$ cat src/rtl/vga_fb_arbiter_if.sv
// vga_fb_arbiter_if: writer request channel and framebuffer RAM port seen by the arbiter.
// slave = arbiter side, master = writer/RAM side.
interface vga_fb_arbiter_if #(
   parameter int ADDR_W = 17,
   parameter int DATA_W = 12
) ();
   logic              wr_valid;
   logic              wr_ready;
   logic [ADDR_W-1:0] wr_addr;
   logic [DATA_W-1:0] wr_data;
   logic              ram_en;
   logic              ram_we;
   logic [ADDR_W-1:0] ram_addr;
   logic [DATA_W-1:0] ram_wdata;
   logic [DATA_W-1:0] ram_rdata;
   modport slave (
      input  wr_valid, wr_addr, wr_data, ram_rdata,
      output wr_ready, ram_en, ram_we, ram_addr, ram_wdata
   );
   modport master (
      output wr_valid, wr_addr, wr_data, ram_rdata,
      input  wr_ready, ram_en, ram_we, ram_addr, ram_wdata
   );
endinterface

$ cat src/rtl/vga_fb_arbiter.sv
// vga_fb_arbiter: shares a single-port framebuffer RAM between VGA scan-out (absolute priority) and a writer.
// Define VGA_FB_UNDERFLOW_CNT_EN to add the saturating underflow_cnt output.
module vga_fb_arbiter #(
   parameter int H_RES        = 640,
   parameter int V_RES        = 480,
   parameter int PIX_PER_WORD = 4,
   parameter int ADDR_W       = 17
) (
   input  logic        clk,
   input  logic        rst_n,
   input  logic        pix_ce,
   input  logic        de,
   input  logic        line_start,
   input  logic        frame_start,
   output logic [2:0]  pix_rgb,
   output logic        underflow,
`ifdef VGA_FB_UNDERFLOW_CNT_EN
   output logic [15:0] underflow_cnt,
`endif
   vga_fb_arbiter_if.slave bus
);
   localparam int W        = 3 * PIX_PER_WORD;
   localparam int WPL      = H_RES / PIX_PER_WORD;
   localparam int FB_WORDS = WPL * V_RES;
   localparam int IW       = (PIX_PER_WORD > 1) ? $clog2(PIX_PER_WORD) : 1;
   localparam int LW       = $clog2(WPL + 1);

   logic [ADDR_W-1:0] next_base, fetch_addr, base;
   logic [LW-1:0]     words_left;
   logic [W-1:0]      fifo0, fifo1, f0_n, f1_n, shift_word, shifted;
   logic [1:0]        fifo_count, slot;
   logic              inflight;
   logic [IW-1:0]     pix_idx;
   logic [2:0]        pix_n;
   logic              rd_grant, wr_grant, wr_hit, need, pop, starve;

   // Credit rule: a read is only issued when the FIFO can hold it on return.
   always_comb begin
      rd_grant      = rst_n && !line_start && words_left != '0 &&
                      ({1'b0, fifo_count} + {2'b00, inflight}) < 3'd2;
      wr_grant      = rst_n && !line_start && !rd_grant && bus.wr_valid;
      wr_hit        = wr_grant && bus.wr_addr < ADDR_W'(FB_WORDS);
      bus.wr_ready  = wr_grant;
      bus.ram_en    = rd_grant || wr_hit;
      bus.ram_we    = wr_hit;
      bus.ram_addr  = rd_grant ? fetch_addr : wr_hit ? bus.wr_addr : '0;
      bus.ram_wdata = wr_hit ? bus.wr_data : '0;
   end

   always_comb begin
      need    = pix_ce && de && pix_idx == '0;
      pop     = need && fifo_count != 2'd0;
      starve  = need && fifo_count == 2'd0;
      slot    = fifo_count - {1'b0, pop};
      f0_n    = (inflight && slot == 2'd0) ? bus.ram_rdata : pop ? fifo1 : fifo0;
      f1_n    = (inflight && slot == 2'd1) ? bus.ram_rdata : fifo1;
      shifted = shift_word >> (3 * pix_idx);
      pix_n   = !de ? 3'd0 : pix_idx != '0 ? shifted[2:0] : pop ? fifo0[2:0] : 3'd0;
      base    = frame_start ? '0 : next_base;
   end

   always_ff @(posedge clk or negedge rst_n)
      if (!rst_n) begin
         pix_rgb    <= 3'd0;
         underflow  <= 1'b0;
         next_base  <= '0;
         fetch_addr <= '0;
         words_left <= '0;
         fifo0      <= '0;
         fifo1      <= '0;
         fifo_count <= 2'd0;
         inflight   <= 1'b0;
         shift_word <= '0;
         pix_idx    <= '0;
      end else begin
         if (frame_start) begin
            next_base <= '0;
            underflow <= 1'b0;
         end
         // line_start discards any read in flight and everything buffered for the previous line.
         if (line_start) begin
            fifo_count <= 2'd0;
            inflight   <= 1'b0;
            fetch_addr <= base;
            words_left <= LW'(WPL);
            next_base  <= base + ADDR_W'(WPL);
            pix_idx    <= '0;
         end else begin
            inflight   <= rd_grant;
            fifo0      <= f0_n;
            fifo1      <= f1_n;
            fifo_count <= fifo_count + {1'b0, inflight} - {1'b0, pop};
            if (rd_grant) begin
               fetch_addr <= fetch_addr + 1'b1;
               words_left <= words_left - 1'b1;
            end
            if (pix_ce && de) pix_idx <= (pix_idx == IW'(PIX_PER_WORD - 1)) ? '0 : pix_idx + 1'b1;
         end
         if (pix_ce) pix_rgb <= pix_n;
         if (pop) shift_word <= fifo0;
         if (starve) begin
            shift_word <= '0;
            underflow  <= 1'b1;
         end
      end

`ifdef VGA_FB_UNDERFLOW_CNT_EN
   always_ff @(posedge clk or negedge rst_n)
      if (!rst_n) underflow_cnt <= 16'd0;
      else if (starve && underflow_cnt != 16'hFFFF) underflow_cnt <= underflow_cnt + 1'b1;
`endif
endmodule
$ cat src/flat_wrapper.sv
// flat-port wrapper written by rule: the top's interface ports become plain ports
module vga_fb_arbiter_flat 
#(
   parameter int H_RES        = 640,
   parameter int V_RES        = 480,
   parameter int PIX_PER_WORD = 4,
   parameter int ADDR_W       = 17
)
  (clk, rst_n, pix_ce, de, line_start, frame_start, pix_rgb, underflow, bus_wr_valid, bus_wr_addr, bus_wr_data, bus_ram_rdata, bus_wr_ready, bus_ram_en, bus_ram_we, bus_ram_addr, bus_ram_wdata);
  vga_fb_arbiter_if #(.ADDR_W(ADDR_W)) bus_i ();
  input  logic clk;
  input  logic rst_n;
  input  logic pix_ce;
  input  logic de;
  input  logic line_start;
  input  logic frame_start;
  output logic [2:0] pix_rgb;
  output logic underflow;
  input wire logic [$bits(bus_i.wr_valid)-1:0] bus_wr_valid;
  input wire logic [$bits(bus_i.wr_addr)-1:0] bus_wr_addr;
  input wire logic [$bits(bus_i.wr_data)-1:0] bus_wr_data;
  input wire logic [$bits(bus_i.ram_rdata)-1:0] bus_ram_rdata;
  output wire logic [$bits(bus_i.wr_ready)-1:0] bus_wr_ready;
  output wire logic [$bits(bus_i.ram_en)-1:0] bus_ram_en;
  output wire logic [$bits(bus_i.ram_we)-1:0] bus_ram_we;
  output wire logic [$bits(bus_i.ram_addr)-1:0] bus_ram_addr;
  output wire logic [$bits(bus_i.ram_wdata)-1:0] bus_ram_wdata;
  assign bus_i.wr_valid = bus_wr_valid;
  assign bus_i.wr_addr = bus_wr_addr;
  assign bus_i.wr_data = bus_wr_data;
  assign bus_i.ram_rdata = bus_ram_rdata;
  assign bus_wr_ready = bus_i.wr_ready;
  assign bus_ram_en = bus_i.ram_en;
  assign bus_ram_we = bus_i.ram_we;
  assign bus_ram_addr = bus_i.ram_addr;
  assign bus_ram_wdata = bus_i.ram_wdata;
  vga_fb_arbiter #(.H_RES(H_RES), .V_RES(V_RES), .PIX_PER_WORD(PIX_PER_WORD), .ADDR_W(ADDR_W)) u_core (.clk(clk), .rst_n(rst_n), .pix_ce(pix_ce), .de(de), .line_start(line_start), .frame_start(frame_start), .pix_rgb(pix_rgb), .underflow(underflow), .bus(bus_i));
endmodule
$ cat config.mk
export PLATFORM = sky130hd
export DESIGN_NAME = vga_fb_arbiter_flat
export DESIGN_NICKNAME = d
export VERILOG_FILES = /design/src/rtl/vga_fb_arbiter_if.sv /design/src/rtl/vga_fb_arbiter.sv /design/src/flat_wrapper.sv
export SDC_FILE = /design/constraint.sdc
export NUM_CORES = 1
export LEC_CHECK = 0
export CAP_MARGIN = 10
export CELL_PAD_IN_SITES_DETAIL_PLACEMENT = 2
export CELL_PAD_IN_SITES_GLOBAL_PLACEMENT = 2
export CORE_ASPECT_RATIO = 1.1
export CORE_MARGIN = 10
export CORE_UTILIZATION = 25
export CTS_CLUSTER_SIZE = 20
export DETAILED_ROUTE_END_ITERATION = 10
export GPL_ROUTABILITY_DRIVEN = 0
export GPL_TIMING_DRIVEN = 0
export PLACE_DENSITY_LB_ADDON = 0.08
export SKIP_CTS_REPAIR_TIMING = 1
export SYNTH_ARGS = -nofsm -noshare
export SYNTH_HDL_FRONTEND = slang
export SYNTH_SLANG_ARGS = --single-unit
$ cat constraint.sdc
create_clock -name clk -period 3.83 [get_ports clk]
set_input_delay 0.383 -clock clk [delete_from_list [all_inputs] [get_ports clk]]
set_output_delay 0.383 -clock clk [all_outputs]
set_load 0.005 [all_outputs]
## Word-level counts from Yosys, hierarchy flattened

Cells that the tools add are included.

- Bits in registers: 87
- Bits of input ports: 48
- Output and inout port bits: 36

- Bitwise gates (word level): 1
- $lt $le $gt $ge: 2
- Reduce and logical (&&, ||, !) cells: 28
- $mul: 1
- Equality and inequality tests: 2
- Multiplexer cells: 23
- Shifts and indexed selects: 1
- $add $sub $neg: 8

Operators by type and width:

| cell | number |
|---|---|
| $mux 17 | 6 |
| $mux 12 | 5 |
| $add 17x1->17 const B | 1 |
| $add 17x8->17 const B | 1 |
| $lt 17x17->1 const B | 1 |
| $mux 8 | 2 |
| $reduce_bool 2->1 | 7 |
| $logic_and 1x1->1 | 12 |
| $shr 12x4->3 | 1 |
| $mux 3 | 3 |
| $mux 2 | 4 |
| $reduce_bool 8->1 | 1 |
| $sub 8x1->8 const B | 1 |
| $logic_not 2->1 | 3 |
| $mul 2x2->4 const A | 1 |
| $reduce_and 2->1 | 2 |
| $sub 2x1->2 | 2 |
| $add 2x1->3 | 1 |
| $lt 3x2->1 const B | 1 |
| $mux 1 | 3 |
| $add 2x1->2 | 1 |
| $add 2x1->2 const B | 1 |
| $eq 2x1->1 const B | 1 |
| $eq 2x2->1 const B | 1 |
| 3 further kinds | 4 |

## Longest topological paths before layout

- Depth after elaboration: 10
- Gate-level depth with buffers: 13

## Least setup slack after synthesis

OpenSTA, ideal clock, no wires.

- Path kind: reg2reg
- From: reg u_core.pix_idx[0]
- To: reg u_core.fifo0[10]
- Cell stages (with the launch flop): 13
- Data required time: 3.705 ns
- Path buffers: 3
- Library setup time: 0.125 ns
- Path slack: 0.636 ns
- Arrival time: 3.069 ns
- Cells stage by stage: dfrtp_1 -> clkbuf_1 -> inv_1 -> ha_1 -> nand3_1 -> or2_2 -> inv_1 -> buf_1 -> ha_1 -> nand3_1 -> clkbuf_1 -> mux2_2 -> mux2_2

- Longest elaborated chain between the ends: 8
- Elaborated cells on any way between the ends: 9
- Classes of those cells: add/sub: 1; mux: 1; reduce/logical: 7

RTL lines:

| item | line | RTL |
|---|---|---|
| from (decl) | vga_fb_arbiter.sv:33 | `logic [IW-1:0] pix_idx;` |
| from (signal assigned) | vga_fb_arbiter.sv:97 | `if (pix_ce && de) pix_idx <= (pix_idx == IW'(PIX_PER_WORD - 1)) ? '0 : pix_idx + 1'b1;` |
| $logic_not 2->1 (*) | vga_fb_arbiter.sv:51 | `need = pix_ce && de && pix_idx == '0;` |
| $logic_and 1x1->1 (*) | vga_fb_arbiter.sv:51 |  |
| $logic_and 1x1->1 (*) | vga_fb_arbiter.sv:52 | `pop = need && fifo_count != 2'd0;` |
| $sub 2x1->2 | vga_fb_arbiter.sv:54 | `slot = fifo_count - {1'b0, pop};` |
| $logic_not 2->1 | vga_fb_arbiter.sv:55 | `f0_n = (inflight && slot == 2'd0) ? bus.ram_rdata : pop ? fifo1 : fifo0;` |
| $logic_and 1x1->1 | vga_fb_arbiter.sv:55 |  |
| $reduce_bool 2->1 (no line) | n/a |  |
| $reduce_and 2->1 (no line) | n/a |  |
| to (signal assigned) | vga_fb_arbiter.sv:90 | `fifo0 <= f0_n;` |
| to (decl) | vga_fb_arbiter.sv:30 | `logic [W-1:0] fifo0, fifo1, f0_n, f1_n, shift_word, shifted;` |

Every way passes the cells marked *; elsewhere a longest branch is shown, timed or not.
A chain may end at the register's enable or synchronous reset.

## Worst setup path in the final report

- From: in line_start
- To: out bus_ram_addr[12]

- Longest elaborated chain between the ends: 10

RTL lines:

| item | line | RTL |
|---|---|---|
| from (decl) | flat_wrapper.sv:15 | `input logic line_start;` |
| $logic_not 1->1 (*) | vga_fb_arbiter.sv:39, vga_fb_arbiter.sv:41 |  |
| $logic_and 1x1->1 (*) | vga_fb_arbiter.sv:39, vga_fb_arbiter.sv:41 |  |
| $logic_and 1x1->1 (2 in a row) | vga_fb_arbiter.sv:39 | `rd_grant = rst_n && !line_start && words_left != '0 &&` |
| $logic_not 1->1 | vga_fb_arbiter.sv:41 | `wr_grant = rst_n && !line_start && !rd_grant && bus.wr_valid;` |
| $logic_and 1x1->1 (2 in a row) | vga_fb_arbiter.sv:41 |  |
| $logic_and 1x1->1 | vga_fb_arbiter.sv:42 | `wr_hit = wr_grant && bus.wr_addr < ADDR_W'(FB_WORDS);` |
| $mux 17 | vga_fb_arbiter.sv:46 | `bus.ram_addr = rd_grant ? fetch_addr : wr_hit ? bus.wr_addr : '0;` |
| $mux 17 (*) | vga_fb_arbiter.sv:46 |  |
| to (decl) | flat_wrapper.sv:26 | `output wire logic [$bits(bus_i.ram_addr)-1:0] bus_ram_addr;` |

Marked as above.

==> impl_metrics.py <==
metrics = {
    "cells_and_area": {
        "finish.utilization_pct": 33.58,
        "insertedDiodeCount": 0,
        "design_area_mm2": 0.005957,
        "finish.net_count": 556,
        "regArea_mm2": 0.002177,
        "synthToLayoutAreaGrowth_pct": 32.10,
        "n_fill_cell": 1932,
        "final_layout_size_suffix_gt1_share_pct": 15.08,
        "multi_input_comb_area_mm2": 0.002170,
    },
    "outcome": {
        "violations": "hold timing",
        "outcome": "complete, but fails checks",
    },
    "critical_path": {
        "arrival_ps": 3140,
        "crit_path_end_kind": "primary output",
        "data_required_time_of_the_critical_path_ps": 3450,
        "startpoint_type": "input pin",
        "crit_type": "in2out",
        "worst-path-max-fanout": 10,
        "timing.reg2reg.setup_slack_ps": 440,
    },
    "power_and_ir_drop": {
        "total_power_mw": 2.725,
        "leakage_component_of_the_power_nw": 2.528,
        "total_power_per_unit_cell_area_mw_per_mm2": 457.4,
        "vdd.ir_drop.worst_mv": 0.2271,
    },
    "die": {
        "fp-row-count": 51,
        "initial_standard_cell_utilization_of_the_core_pct": 25.42,
        "fp.dieArea_mm2": 0.02381,
        "core_region_area_mm2": 0.01774,
        "chipHeight_um": 160.9,
        "die_w_um": 148.1,
        "io_pins": 84,
    },
    "cts": {
        "cts_inserted_buffers": 9,
        "clock_tree.buffer_depth": 2,
        "clock_transition_at_path_regs_ps": 80,
        "tritoncts_clock_tree": "built",
        "clock-root-buffer": "sky130_fd_sc_hd__clkbuf_16",
        "skew_pair_late_insertion_delay_ps": 350,
        "numClockSinks": 87,
        "deepest_level_of_the_cts_h_tree": 3,
    },
    "placement": {
        "dpl_cell_area_mm2": 0.005663,
        "port_buffers": 83,
        "post-dp-hpwl_um": 11220,
    },
    "grt": {
        "overall_global_routing_resource_usage_pct": 12.86,
        "gr-total-overflow": 0,
        "first_pass_grt_wire_length_um": 24300,
        "grt_start_max_net_pins": 57,
        "grt_pass1_vias": 4196,
        "number_of_antenna_violations_at_the_first_check_in_global_routing": 0,
    },
    "logic_synthesis": {
        "post_synth_edffs": 0,
        "postSynthCellCount": 406,
        "yosysTopAreaCellShare_pct": 48.28,
        "synth_area_leader_cell": "sky130_fd_sc_hd__dfrtp_1",
        "synthesis.nets": 463,
        "seq_area_frac_synth_pct": 48.28,
        "synth_area_mm2": 0.004509,
        "ys_async_sr_fraction_pct": 100.0,
        "post_synth_main_area_contributors": "sky130_fd_sc_hd__dfrtp_1 (48%), sky130_fd_sc_hd__mux2_2 (9.0%), sky130_fd_sc_hd__a22o_1 (5.6%), sky130_fd_sc_hd__ha_1 (2.5%), sky130_fd_sc_hd__a221o_1 (2.2%)",
        "synth_seq_cells": 87,
        "synthesis.yosys.warnings": 0,
        "postSynth.topFlopCell": "sky130_fd_sc_hd__dfrtp_1",
        "synth_cell_types": 52,
        "synth_area_per_cell_um2": 11.11,
    },
    "sta": {
        "setup_violations": 0,
        "timing.final.crit_share_pct": 92.06,
        "final.setup_skew_ps": 10.64,
        "hold_violations": 7,
        "timing.final.max_slew_violations": 0,
        "grt_setup_unrepaired": "false",
        "maximum_achievable_frequency_mhz": 283.6,
        "timing.setup.tns_ps": 0,
        "timing.hold.ws_ps": -16.65,
        "slew-limit-headroom_pct": 52.11,
        "min_period_ps": 3526,
        "worst_slew_pin_slew_ps": 718.3,
    },
    "route": {
        "via_density_per_instance": 4.939,
        "via_count": 3665,
        "route.detailed.drc": 0,
        "detailedRoute.firstPassIterationCount": 4,
        "antenna_violating_nets_post_route": 0,
        "first_iter_violations": 169,
        "post_drt_wl_per_cell_um": 20.16,
        "routed_wl_um": 14960,
    },
    "min_path": {
        "hp-class": "in2async",
    },
    "run": {
        "timing.max_cap.violations": 0,
    },
}
synth_stat cells (9+ instances only):
cell type                  instances
sky130_fd_sc_hd__dfrtp_1          87
sky130_fd_sc_hd__mux2_2           36
sky130_fd_sc_hd__a22o_1           29
sky130_fd_sc_hd__nand2_1          22
sky130_fd_sc_hd__nor2b_1          16
sky130_fd_sc_hd__inv_1            14
sky130_fd_sc_hd__nand3_1          14
sky130_fd_sc_hd__and2_1           12
sky130_fd_sc_hd__nor2_1           12
sky130_fd_sc_hd__a21oi_1          11
sky130_fd_sc_hd__a221o_1          10
sky130_fd_sc_hd__buf_2            10
sky130_fd_sc_hd__nand4_1          10
sky130_fd_sc_hd__clkbuf_1          9
sky130_fd_sc_hd__ha_1              9
sky130_fd_sc_hd__o21ai_0           9
worst paths after layout:
kind                                                     to                           from  depth (start not counted)
setup / recovery                           bus_ram_addr[12]                     line_start                          8
hold / removal                  u_core.fifo1[1]$_DFFE_PN0P_                          rst_n                          1
setup reg to reg                u_core.fifo0[3]$_DFFE_PN0P_  u_core.pix_idx[0]$_DFFE_PN0P_                         11
hold reg to reg            u_core.shift_word[6]$_DFFE_PN0P_    u_core.fifo0[6]$_DFFE_PN0P_                          1
max in group asynchronous         u_core.inflight$_DFF_PN0_                          rst_n                          2
min in group clk           u_core.shift_word[6]$_DFFE_PN0P_    u_core.fifo0[6]$_DFFE_PN0P_                          1
layout make-up:
cell class                 instances  share of cell area [%]
buffer                            22                   1.680
sequential                        87                   36.55
multi-input combinational        280                   36.42
clock buffer                       9                   3.781
inverter                          15                   1.008
clock inverter                     7                   1.197
timing repair buffer              84                   14.37
tap                              238                   4.999
stage by stage:
stage / setup slack, ps / cells
6_report: 304.0 / 742
5_1_grt: 88.21 / 742
4_1_cts: -203.1 / 744
3_5_place_dp: -339.7 / 728
3_3_place_gp: -2907 / 727
2_1_floorplan: 636.3 / 406
cell usage in the layout (no fill, tap or decap), types with 3 or more instances in the layout:
cell                              Yosys  final
sky130_fd_sc_hd__a22o_1              29     29
sky130_fd_sc_hd__xnor2_1              7      7
sky130_fd_sc_hd__mux2i_1              5      5
sky130_fd_sc_hd__and4_1               3      3
sky130_fd_sc_hd__o21ai_0              9      9
sky130_fd_sc_hd__nor4_1               4      4
sky130_fd_sc_hd__nor2_1              12     12
sky130_fd_sc_hd__inv_6                0      4
sky130_fd_sc_hd__a221o_1             10     10
sky130_fd_sc_hd__and3_1               5      5
sky130_fd_sc_hd__and2_1              12     12
sky130_fd_sc_hd__or4_1                4      4
sky130_fd_sc_hd__nor2b_1             16     16
sky130_fd_sc_hd__o311ai_0             3      3
sky130_fd_sc_hd__mux2_1               6      6
sky130_fd_sc_hd__mux4_2               3      3
sky130_fd_sc_hd__dfrtp_1             87     87
sky130_fd_sc_hd__clkdlybuf4s50_1      0     82
sky130_fd_sc_hd__inv_1               14     13
sky130_fd_sc_hd__clkbuf_1             9      7
sky130_fd_sc_hd__ha_1                 9      9
sky130_fd_sc_hd__o31a_1               5      5
sky130_fd_sc_hd__a21oi_1             11     11
sky130_fd_sc_hd__buf_1                4      3
sky130_fd_sc_hd__nand3_1             14     14
sky130_fd_sc_hd__a211o_1              3      3
sky130_fd_sc_hd__nand2_1             22     22
sky130_fd_sc_hd__xor2_1               4      4
sky130_fd_sc_hd__clkbuf_16            0      9
sky130_fd_sc_hd__nand4_1             10     10
sky130_fd_sc_hd__or3_1                7      7
sky130_fd_sc_hd__buf_2               10     10
sky130_fd_sc_hd__nor3_1               8      8
sky130_fd_sc_hd__mux2_2              36     36
sequential cells by signal, indices dropped and copies added (netlist names):
| signal | flops |
|---|---|
| u_core.fifo0 | 12 |
| u_core.fifo1 | 12 |
| u_core.shift_word | 12 |
| u_core.inflight | 1 |
| u_core.pix_idx | 2 |
| u_core.next_base | 17 |
| u_core.pix_rgb | 3 |
| u_core.fifo_count | 2 |
| u_core.underflow | 1 |
| u_core.fetch_addr | 17 |
| u_core.words_left | 8 |
where the power goes:
group / leakage [nW] / total (mW) / switching, mW / internal [mW]
Sequential: 1.15 / 1.24 / 0.132 / 1.11
Combinational: 1.23 / 0.590 / 0.252 / 0.339
Clock: 0.146 / 0.896 / 0.434 / 0.462
Total: 2.53 / 2.72 / 0.818 / 1.91
worst max-delay path, cell delays in order:
cell and delay [ps]:
sky130_fd_sc_hd__clkdlybuf4s50_1 630, sky130_fd_sc_hd__nor3b_1 330, sky130_fd_sc_hd__o211ai_2 170, sky130_fd_sc_hd__inv_2 250
sky130_fd_sc_hd__buf_2 330, sky130_fd_sc_hd__buf_2 310, sky130_fd_sc_hd__a22o_1 190, sky130_fd_sc_hd__clkdlybuf4s50_1 520
cell families after synthesis:
family	Yosys count	synth area share [%]
fa+ha+maj	9	2.497
xor+xnor	11	2.136
mux	50	13.10
compound gates	82	14.48
flops	87	48.28
buf+inv	39	3.607
simple gates	128	15.90
per-layer routing:
metal | vias to the layer above | global-route usage [%] | wire length (um)
li1 | 1691 | - | -
met1 | 1913 | 15.99 | 6698
met2 | 47 | 21.38 | 7509
met3 | 14 | 3.288 | 566
met4 | 0 | 3.787 | 188
met5 | - | 0 | 0
Note: power is estimated with default switching activity, not from simulation.
